--- src/rtl/ats21_alarm_events.sv ---
// rtl/ats21_alarm_events.sv - ATS21 alarm rising-edge capture into a valid/ready event FIFO
//
// Ports:
//   clk         single clock for all logic
//   reset       asynchronous active-high reset, clears all state
//   alarm_data  alarm finished bits from the ATS21 timer core
//   evt_ready   consumer accepts the head record
//   clr_ovf     single-cycle pulse clearing overflow and drop_count
//   evt_valid   event FIFO non-empty
//   evt_id      alarm index of the head record
//   evt_ts      timestamp of the head record (0 unless ATS21_EVT_TIMESTAMP_EN)
//   pending     alarms detected but not yet queued
//   overflow    sticky lost-event flag
//   drop_count  saturating lost-event count
//   irq         equal to evt_valid
//
// Optional feature macro: ATS21_EVT_TIMESTAMP_EN adds a free-running
// timestamp counter and per-record timestamp storage.

module ats21_alarm_events #(
   parameter int NUM_ALARMS = 24,
   parameter int FIFO_DEPTH = 8,
   parameter int TS_WIDTH   = 16
) (
   input  logic                          clk,
   input  logic                          reset,
   input  logic [NUM_ALARMS-1:0]         alarm_data,
   input  logic                          evt_ready,
   input  logic                          clr_ovf,
   output logic                          evt_valid,
   output logic [$clog2(NUM_ALARMS)-1:0] evt_id,
   output logic [TS_WIDTH-1:0]           evt_ts,
   output logic [NUM_ALARMS-1:0]         pending,
   output logic                          overflow,
   output logic [7:0]                    drop_count,
   output logic                          irq
);

   localparam int ID_W  = $clog2(NUM_ALARMS);
   localparam int PTR_W = $clog2(FIFO_DEPTH);
   localparam int CNT_W = PTR_W + 1;
   localparam int PC_W  = $clog2(NUM_ALARMS + 1);

   logic [NUM_ALARMS-1:0] prev_q;
   logic [NUM_ALARMS-1:0] rise;
   logic [NUM_ALARMS-1:0] grant_mask;
   logic [NUM_ALARMS-1:0] drop_vec;
   logic [ID_W-1:0]       sel_idx;
   logic [ID_W-1:0]       fifo_id [FIFO_DEPTH];
   logic [PTR_W-1:0]      wr_ptr;
   logic [PTR_W-1:0]      rd_ptr;
   logic [CNT_W-1:0]      count;
   logic                  push;
   logic                  pop;
   logic [PC_W-1:0]       drop_num;
   logic [7:0]            drop_base;
   logic [8:0]            drop_sum;

   always_comb begin
      rise = alarm_data & ~prev_q;

      // Descending scan so the lowest set index wins.
      sel_idx = '0;
      for (int i = NUM_ALARMS - 1; i >= 0; i--) begin
         if (pending[i]) sel_idx = ID_W'(i);
      end

      // Eligibility uses the count before any pop this cycle: no pass-through when full.
      push = (|pending) && (count < CNT_W'(FIFO_DEPTH));

      grant_mask = '0;
      if (push) grant_mask[sel_idx] = 1'b1;

      // A re-rise of an alarm that is still waiting coalesces and is counted as lost,
      // unless that alarm is the one being queued this very cycle.
      drop_vec = rise & pending & ~grant_mask;

      drop_num = '0;
      for (int i = 0; i < NUM_ALARMS; i++) begin
         drop_num = drop_num + PC_W'(drop_vec[i]);
      end

      // A clear coinciding with a drop restarts the count from the new losses.
      drop_base = clr_ovf ? 8'd0 : drop_count;
      drop_sum  = {1'b0, drop_base} + 9'(drop_num);
   end

   assign evt_valid = (count != '0);
   assign irq       = evt_valid;
   assign pop       = evt_valid & evt_ready;
   assign evt_id    = evt_valid ? fifo_id[rd_ptr] : '0;

   always_ff @(posedge clk or posedge reset) begin
      if (reset) begin
         prev_q     <= '0;
         pending    <= '0;
         wr_ptr     <= '0;
         rd_ptr     <= '0;
         count      <= '0;
         overflow   <= 1'b0;
         drop_count <= 8'd0;
      end else begin
         prev_q  <= alarm_data;
         pending <= (pending & ~grant_mask) | rise;
         if (push) wr_ptr <= wr_ptr + 1'b1;
         if (pop)  rd_ptr <= rd_ptr + 1'b1;
         count <= count + CNT_W'(push) - CNT_W'(pop);
         if (|drop_vec) begin
            overflow   <= 1'b1;
            drop_count <= drop_sum[8] ? 8'hFF : drop_sum[7:0];
         end else if (clr_ovf) begin
            overflow   <= 1'b0;
            drop_count <= 8'd0;
         end
      end
   end

   // Record storage needs no reset: entries are only visible while counted as valid.
   always_ff @(posedge clk) begin
      if (push) fifo_id[wr_ptr] <= sel_idx;
   end

`ifdef ATS21_EVT_TIMESTAMP_EN
   logic [TS_WIDTH-1:0] ts_cnt;
   logic [TS_WIDTH-1:0] fifo_ts [FIFO_DEPTH];

   always_ff @(posedge clk or posedge reset) begin
      if (reset) ts_cnt <= '0;
      else       ts_cnt <= ts_cnt + 1'b1;
   end

   // Captures the counter value present at the push edge, before its increment.
   always_ff @(posedge clk) begin
      if (push) fifo_ts[wr_ptr] <= ts_cnt;
   end

   assign evt_ts = evt_valid ? fifo_ts[rd_ptr] : '0;
`else
   assign evt_ts = '0;
`endif

endmodule

--- config.mk ---
export PLATFORM = sky130hd
export DESIGN_NAME = ats21_alarm_events
export DESIGN_NICKNAME = d
export VERILOG_FILES = /design/src/rtl/ats21_alarm_events.sv
export SDC_FILE = /design/constraint.sdc
export NUM_CORES = 1
export LEC_CHECK = 0
export ABC_AREA = 1
export CAP_MARGIN = 20
export CORE_ASPECT_RATIO = 1.5
export CORE_UTILIZATION = 45
export CTS_CLUSTER_SIZE = 10
export DETAILED_ROUTE_END_ITERATION = 7
export HOLD_SLACK_MARGIN = 0.05
export PLACE_DENSITY = 0.68
export SLEW_MARGIN = 40
export SYNTH_ARGS = -nofsm -noshare
export SYNTH_HDL_FRONTEND = slang
export SYNTH_SLANG_ARGS = --single-unit
--- constraint.sdc ---
create_clock -name clk -period 16.2 [get_ports clk]
set_clock_uncertainty 0.15 [all_clocks]
set_input_delay 3.24 -clock clk [delete_from_list [all_inputs] [get_ports clk]]
set_output_delay 3.24 -clock clk [all_outputs]
set_load 0.1 [all_outputs]
After elaboration in Yosys (flattened, before gate mapping)
Memories as Yosys holds them, arrays and structs flattened.
Index checks and enable logic that the tools add are counted.
Storage, ports and cells
  register bits after elaboration: 67
  latch bits: 0
  memory bits (writable): 40
  memory bits (read-only): 0
  output and inout bits: 56
  memories: 1
Operators by class
  add/subtract/negate cells: 28
  multiply operators: 0
  divide/modulo/power cells: 0
  order comparisons: 3
  equal/unequal tests: 0
  shift-type cells: 0
  multiplexer cells: 35
  bitwise gates (word level): 8
  reductions and logical operators: 6
Memory list
  fifo_id: words 8, bits a word 5, read ports 1, clocked after memory_dff 0, wr ports 1, line 49  | logic [ID_W-1:0] fifo_id [FIFO_DEPTH];
Operators by type and width (count)
  two-way mux 5 bit: 25
  bitwise AND 24 bit: 4
  adder 5 x 1 -> 5 bit: 19
  NOT 24 bit: 2
  OR reduction 24 bit: 2
  two-way mux 24 bit: 1
  two-way mux 8 bit: 3
  bitwise OR 24 bit: 1
  adder 8 x 5 -> 9 bit: 1
  adder 3 x 1 -> 3 bit (second input constant): 2
  < comparator 5 x 6 -> 1 bit (second input constant): 1
  adder 4 x 1 -> 5 bit: 1
  demux 1 bit (select 5 bit): 1
  >= comparator 5 x 1 -> 1 bit (second input constant): 1
  two-way mux 1 bit: 5
  adder 3 x 1 -> 4 bit: 1
  adder 4 x 1 -> 4 bit: 1
  < comparator 4 bit (second input constant): 1
  nonzero test 4 bit: 1
  subtractor 4 x 1 -> 4 bit: 1
  adder 2 x 1 -> 3 bit: 1
  adder 1 x 1 -> 2 bit: 1
  logical AND 1 bit: 2
  nonzero test 2 bit: 1
  bitwise AND 1 bit: 1

Longest topological paths before layout
Gate-level depths: netlist of the first run.
  depth in word-level cells: 57
  depth in mapped cells: 47
  gate-level depth less buffers: 47

Least setup slack after synthesis of the first run
OpenSTA, ideal clock, no wires.
  path kind: input -> register
  start point: input port alarm_data[5]
  end point: register drop_count[7]
  data arrival time: 7.545 ns
  required time: 15.933 ns
  path slack: 8.388 ns
  cell stages on the path: 23
  path buffers: 0
  path through: inv_1 -> nor2_1 -> nand3_1 -> inv_1 -> fa_1 -> inv_1 -> fa_1 -> fa_1 -> fa_1 -> fa_1 -> fa_1 -> inv_1 -> fa_1 -> nand2_1 -> inv_1 -> o21ai_0 -> nand2_1 -> a21oi_1 -> o21ai_0 -> nand3_1 -> o211ai_1 -> nand2_1 -> nand2_1
On the way
  longest elaborated chain between the ends: 25
  elaborated cells between the ends (all ways): 26
  classes of those cells: 20 x add/sub; 2 x mux; 3 x bitwise; 1 x reduce/logical
RTL lines
  start, declared: line 27  | input logic [NUM_ALARMS-1:0] alarm_data,
  bitwise AND 24 bit (*): line 60  | rise = alarm_data & ~prev_q;
  bitwise AND 24 bit (*) (2 in a row): line 76  | drop_vec = rise & pending & ~grant_mask;
  adder 5 x 1 -> 5 bit (19 in a row): line 80  | drop_num = drop_num + PC_W'(drop_vec[i]);
  adder 8 x 5 -> 9 bit: line 85  | drop_sum = {1'b0, drop_base} + 9'(drop_num);
  two-way mux 8 bit: line 110  | drop_count <= drop_sum[8] ? 8'hFF : drop_sum[7:0];
  two-way mux 8 bit (*): line 108  | if (|drop_vec) begin
  end signal, assigned: line 110
  end, declared: line 35  | output logic [7:0] drop_count,
Mark *: on every way between the ends. The rest lies on a longest branch, timed or not.
A chain may end at the register's enable or synchronous reset.

Final worst setup path of the first run
  start point: input port alarm_data[5]
  end point: register drop_count[2]
Same word-level chain as after synthesis.

==> results of run 1 <==
[per-stage QoR]
| step | power, µW | util (%) |
|---|---|---|
| floorplan | 923 | - |
| global placement | 1070 | 51.8 |
| detailed placement | 1060 | 50.3 |
| CTS | 1280 | 52.4 |
| global route | 1360 | 52.4 |
| finish | 1270 | 52.4 |
[flip-flops by register name (all words and copies together) (netlist names)]
signal,count
fifo_id,40
pending,24
prev_q,24
drop_count,8
count,4
rd_ptr,3
wr_ptr,3
overflow,1
[cells by family (layout without fill, tap and decap cells)]
group	count (synthesis)	in the layout	synth area share (%)
other	1	16	0.0631
buffers and inverters	143	201	10.2
and+or+nand+nor	291	291	23.0
adders and majority gates	39	39	10.7
DFF	107	107	48.4
AOI/OAI and AO/OA	75	75	6.67
xor gates and xnor gates	6	6	0.884
[metal layers]
metal  routed length [µm]  up-vias  global-route usage [%]
li1                     -     2211                       -
met3                  403       31                    3.30
met5                    0        -                       0
met4                  380        0                    10.1
met2                 7530      107                    39.0
met1                 5110     2175                    24.3
[worst max-delay path by stage]
stage / to / cells after the start / slack (ns) / startpoint
after detailed placement: drop_count[2] / 24 / 7.38 / alarm_data[5]
final: drop_count[2] / 24 / 7.74 / alarm_data[5]
after global routing: drop_count[2] / 24 / 7.40 / alarm_data[7]
after floorplan: drop_count[7] / 23 / 8.39 / alarm_data[5]
after CTS: drop_count[2] / 24 / 7.77 / alarm_data[5]
after global placement: drop_count[2] / 22 / 7.57 / alarm_data[0]
[worst max-delay path: cells and delay by family]
family | cells | cell delay [ns]
adders and majority gates | 7 | 3.11
and+or+nand+nor | 7 | 0.85
buffers and inverters | 6 | 0.83
AOI/OAI and AO/OA | 4 | 0.57
[report_power, final]
group	internal, µW	switching (µW)
logic	181	498
registers	342	36.3
clock network	105	103
total	629	638
[cells in the final DEF (no fill, tap or decap), types with 3 or more instances in the layout]
cell type	synthesis	final
o21ai_0	54	54
inv_2	4	5
ha_1	19	19
conb_1	1	16
fa_1	20	20
nor2_1	84	84
clkdlybuf4s50_1	0	27
o22ai_1	5	5
nand2_1	117	117
nand2_4	4	4
edfxtp_1	40	40
or2_2	4	4
nand3_1	32	32
xnor2_1	3	3
a21oi_1	7	7
nand4_1	14	14
nand2_2	5	5
inv_1	112	111
nor2_2	6	6
xor2_1	3	3
nand3_2	11	11
buf_2	1	40
nor3_1	5	5
clkbuf_16	0	9
dfrtp_1	67	67
a31oi_1	5	5
[area by class of cell]
| type | instances | area [µm²] | area share, % |
|---|---|---|---|
| inverter | 117 | 439 | 6.47 |
| clock buffer | 9 | 225 | 3.32 |
| tap | 159 | 199 | 2.93 |
| clock inverter | 7 | 50.0 | 0.737 |
| timing repair buffer | 68 | 482 | 7.10 |
| sequential | 107 | 2880 | 42.4 |
| multi-input combinational | 427 | 2520 | 37.1 |
==> results.py, run 1 <==
metrics = {
    "outcome": {
        "status": "complete, no violations",
    },
    "critical_path": {
        "cp_cell_sequence": "clkdlybuf4s50_1 > inv_1 > nor2_1 > nand3_1 > inv_1 > fa_1 > inv_1 > fa_1 > fa_1 > fa_1 > fa_1 > fa_1 > inv_1 > fa_1 > nand2_1 > inv_1 > o21ai_0 > nand2_1 > a21oi_1 > o21ai_0 > nand3_1 > o21ai_0 > nand2_1 > nand2_1",
        "critPathMaxStageDelay_ns": 0.55,
        "worstSetupPathType": "primary input to register",
        "crit_path_frequent_cell": "fa_1",
        "end_kind": "register",
        "cp.required_ns": 16.35,
        "reg2reg_depth": 35,
        "cp_slowest_cell": "fa_1",
        "r2r_end": "drop_count[2]",
        "rr_startpoint": "pending[22]",
        "cp.arrival_ns": 8.60,
        "path_max_fanout": 7,
        "regToRegSetupSlack_ns": 8.91,
        "start_kind": "primary input",
    },
    "grt": {
        "grt_pass1_wl_um": 22100,
        "grt_pass1_vias": 4568,
        "grt_usage_pct": 21.5,
        "overflow": 0,
        "antenna_found_initial": 0,
        "grt_max_degree": 68,
    },
    "power_and_ir_drop": {
        "power_leakage_uw": 0.00331,
        "power.density_nw_per_um2": 187,
        "peakVddDrop_v": 0.000150,
    },
    "sta": {
        "rsz0062_at_grt": "no",
        "holdWs_ns": 0.304,
        "max_freq_ghz": 0.118,
        "worst_pin_slew_ns": 0.668,
        "slew_headroom_pct": 55.5,
        "final.min_clock_period_ns": 8.46,
        "slew_violations": 0,
        "tns_ns": 0,
        "finalSetupViolations": 0,
        "setup_ws_ns": 7.74,
        "period_share_pct": 52.2,
        "finalHoldViolations": 0,
    },
    "min_path": {
        "hold_depth": 1,
        "holdPathEnd": "pending[9]",
        "hold_path.startpoint": "prev_q[9]",
        "min_path_type": "register to register",
    },
    "clock_tree": {
        "tritoncts.num_buffers": 9,
        "htree_levels": 3,
        "clk_pin_slew_ns": 0.07,
        "worstSkewPairLatency_ns": 0.35,
        "cts_buffer_depth": 2,
        "ctsResizeCount": 0,
        "cts_num_sinks": 107,
        "clock-root-buffer": "clkbuf_16",
        "cts_tree": "built",
        "post_cts_buffers": 0,
        "hold_buffers": 0,
    },
    "final_layout": {
        "area_growth_pct": 14.2,
        "nNetsFinal": 797,
        "diodes": 0,
        "instances_no_fill": 894,
        "fin_area_um2": 6790,
        "fillerInstances": 1184,
        "layout-drive-gt1-share_pct": 13.1,
    },
    "run": {
        "max_cap_viol_count": 0,
    },
    "synthesis": {
        "yosysSeqAreaShare_pct": 48.4,
        "synth_top_area_share_pct": 28.2,
        "yosysMostFrequentCell": "nand2_1",
        "netlist_top_cells_count": "nand2_1, inv_1, nor2_1",
        "yosys_most_used_dff": "dfrtp_1",
        "syn_area_per_cell_um2": 8.98,
        "async_flop_share_pct": 62.6,
        "ys_ff_latch": 107,
        "synth_enable_flop_cells": 40,
        "synth_top_area_cell": "dfrtp_1",
        "syn-instance-count": 662,
        "synth_cell_types": 37,
        "syn_area_um2": 5940,
        "yosys_warnings": 0,
        "ys_top_cells_by_area": "dfrtp_1, edfxtp_1, nand2_1",
    },
    "detailed_routing": {
        "via_per_inst": 5.06,
        "num_vias": 4524,
        "first_pass_iters": 4,
        "ant_nets": 0,
        "drt_wl_total_um": 13400,
        "drc": 0,
        "drt_iter0_drc": 286,
        "wl_per_cell_um": 15.0,
    },
    "floorplan": {
        "die_area_um2": 13700,
        "initial_core_util_pct": 45.9,
        "pin_count": 84,
        "floorplan.die.height_um": 143,
        "die_x_um": 95.8,
        "core-area_um2": 13000,
        "rows": 51,
    },
    "place": {
        "dpl.cell_count": 878,
        "dpl_cell_area_um2": 6510,
        "pre_cts_ws_ns": 7.38,
        "place_congestion": 0.914,
        "portBuffers": 67,
        "hpwlAfterDp_um": 10500,
    },
}
No activity file was read; power rests on OpenSTA's default activity.
==> inputs of run 2 (changes only) <==
PLACE_DENSITY = 0.7   (was 0.68)
clock period = 7.3 ns   (was 16.2 ns; I/O delays follow)
==> run 2 against run 1 <==
  * Die area is the same
  * Sequential share of layout area is 0.54 points lower
  * Sequential cell count stayed put
  * Global-route usage down 0.27 points
  * First-iteration DRC count down 28%
  * Worst hold slack hardly changed
  * Clock-buffer cell count stayed put
  * Final cell count rose by 0.45%
  * Via count fell by 0.51%
  * Clock power up 140%
  * Power rose by 120%
  * Critical path type is now register to register
  * Highest routed layer unchanged
==> results.py, run 2 (same netlist as run 1, synthesis figures left out) <==
metrics = {
    "detailed_routing": {
        "drt_wl_total_um": 13200,
        "ant_nets": 0,
        "drc": 0,
        "drt_iter0_drc": 207,
        "via_per_inst": 5.01,
        "first_pass_iters": 5,
        "wl_per_cell_um": 14.7,
        "num_vias": 4501,
    },
    "grt": {
        "grt_pass1_vias": 4594,
        "grt_pass1_wl_um": 21900,
        "grt_usage_pct": 21.3,
        "grt_max_degree": 39,
        "antenna_found_initial": 0,
        "overflow": 0,
    },
    "critical_path": {
        "crit_path_frequent_cell": "fa_1",
        "r2r_end": "drop_count[5]",
        "end_kind": "register",
        "worstSetupPathType": "register to register",
        "path_max_fanout": 10,
        "reg2reg_depth": 27,
        "cp.required_ns": 7.40,
        "rr_startpoint": "pending[16]",
        "path_depth": 27,
        "cp.arrival_ns": 6.90,
        "critPathMaxStageDelay_ns": 0.52,
        "cp_slowest_cell": "fa_1",
        "start_kind": "register",
        "crit_family": "adder cells",
        "cp.buffers_inverters": 3,
        "regToRegSetupSlack_ns": 0.50,
    },
    "floorplan": {
        "floorplan.die.height_um": 143,
        "pin_count": 84,
        "initial_core_util_pct": 45.9,
        "die_x_um": 95.8,
        "core-area_um2": 13000,
        "die_area_um2": 13700,
        "rows": 51,
    },
    "sta": {
        "slew_violations": 0,
        "max_freq_ghz": 0.147,
        "rsz0062_at_grt": "no",
        "period_share_pct": 93.2,
        "finalHoldViolations": 0,
        "finalSetupViolations": 0,
        "slew_headroom_pct": 55.9,
        "final.min_clock_period_ns": 6.80,
        "worst_pin_slew_ns": 0.661,
        "tns_ns": 0,
    },
    "clock_tree": {
        "clock-root-buffer": "clkbuf_16",
        "hold_buffers": 0,
        "worstSkewPairLatency_ns": 0.35,
        "cts_num_sinks": 107,
        "cts_buffer_depth": 2,
        "htree_levels": 3,
        "cts_tree": "built",
        "tritoncts.num_buffers": 9,
        "clk_pin_slew_ns": 0.07,
    },
    "final_layout": {
        "area_growth_pct": 15.7,
        "fillerInstances": 1208,
        "final_cell_mix": "nand2_1, inv_1, nor2_1, dfrtp_1, o21ai_0",
        "largest_reg_flops": 40,
        "fin_util_pct": 53.1,
        "nNetsFinal": 801,
        "layout-drive-gt1-share_pct": 13.9,
        "reg_top3": "fifo_id x40, pending x24, prev_q x24",
        "diodes": 0,
        "final_common_cell": "nand2_1",
        "regMostFlops": "fifo_id",
    },
    "place": {
        "portBuffers": 67,
        "place_congestion": 0.896,
        "hpwlAfterDp_um": 10600,
    },
    "min_path": {
        "holdPathEnd": "pending[21]",
        "hold_depth": 1,
        "min_path_type": "register to register",
        "hold_path.startpoint": "prev_q[21]",
    },
    "power_and_ir_drop": {
        "power_leakage_uw": 0.00334,
        "peakVddDrop_v": 0.000444,
        "power.density_nw_per_um2": 413,
    },
    "outcome": {
        "status": "complete, no violations",
    },
    "run": {
        "max_cap_viol_count": 0,
    },
}
run 2: layout make-up:
class	count	area, µm²	area share [%]
repair buffers	72	520	7.57
clock buffers	9	225	3.28
clock inverters	7	83.8	1.22
inverters	117	439	6.39
flip-flops and latches	107	2880	41.8
well taps	159	199	2.89
multi-input cells	427	2530	36.8
run 2: how the worst max path moves through the flow:
stage | startpoint | end | slack, ns
final | pending[16] | drop_count[5] | 0.50
after global routing | pending[2] | drop_count[5] | 0.03
after CTS | pending[2] | drop_count[5] | 0.26
after detailed placement | pending[2] | drop_count[5] | 0.29
after global placement | pending[22] | drop_count[2] | 0.41
after floorplan | pending[21] | drop_count[7] | 0.44
run 2: stage by stage:
| stage | cell area [µm²] | worst slack [ns] | total power (µW) | hold slack [ns] | instances |
|---|---|---|---|---|---|
| floorplan | 6000 | 0.436 | 2050 | 0.275 | 677 |
| global placement | 6730 | 0.406 | 2380 | 0.284 | 881 |
| detailed placement | 6550 | 0.288 | 2350 | 0.296 | 882 |
| CTS | 6860 | 0.261 | 2860 | 0.308 | 898 |
| global route | 6880 | 0.0261 | 3050 | 0.329 | 898 |
| finish | 6880 | 0.498 | 2840 | 0.304 | 898 |
run 2: power breakdown:
part	leakage (µW)	total (µW)	internal [µW]	switching (µW)
combinational	0.00210	1500	405	1090
sequential	0.00109	838	758	80.1
clock	0.000142	504	272	232
run 2: routing by layer:
metal | GRT usage [%] | vias to the layer above | share of wire [%]
met4 | 9.90 | 0 | 3.0
met3 | 3.51 | 29 | 3.0
met5 | 0 | - | 0
met2 | 39.7 | 105 | 56
li1 | - | 2231 | -
met1 | 22.7 | 2136 | 38
run 2: what timing repair did:
| action | in CTS | in global routing |
|---|---|---|
| endpoints found under the setup margin | 0 | 8 |
| buffers inserted | 0 | 0 |
| gates resized for setup | 0 | 4 |
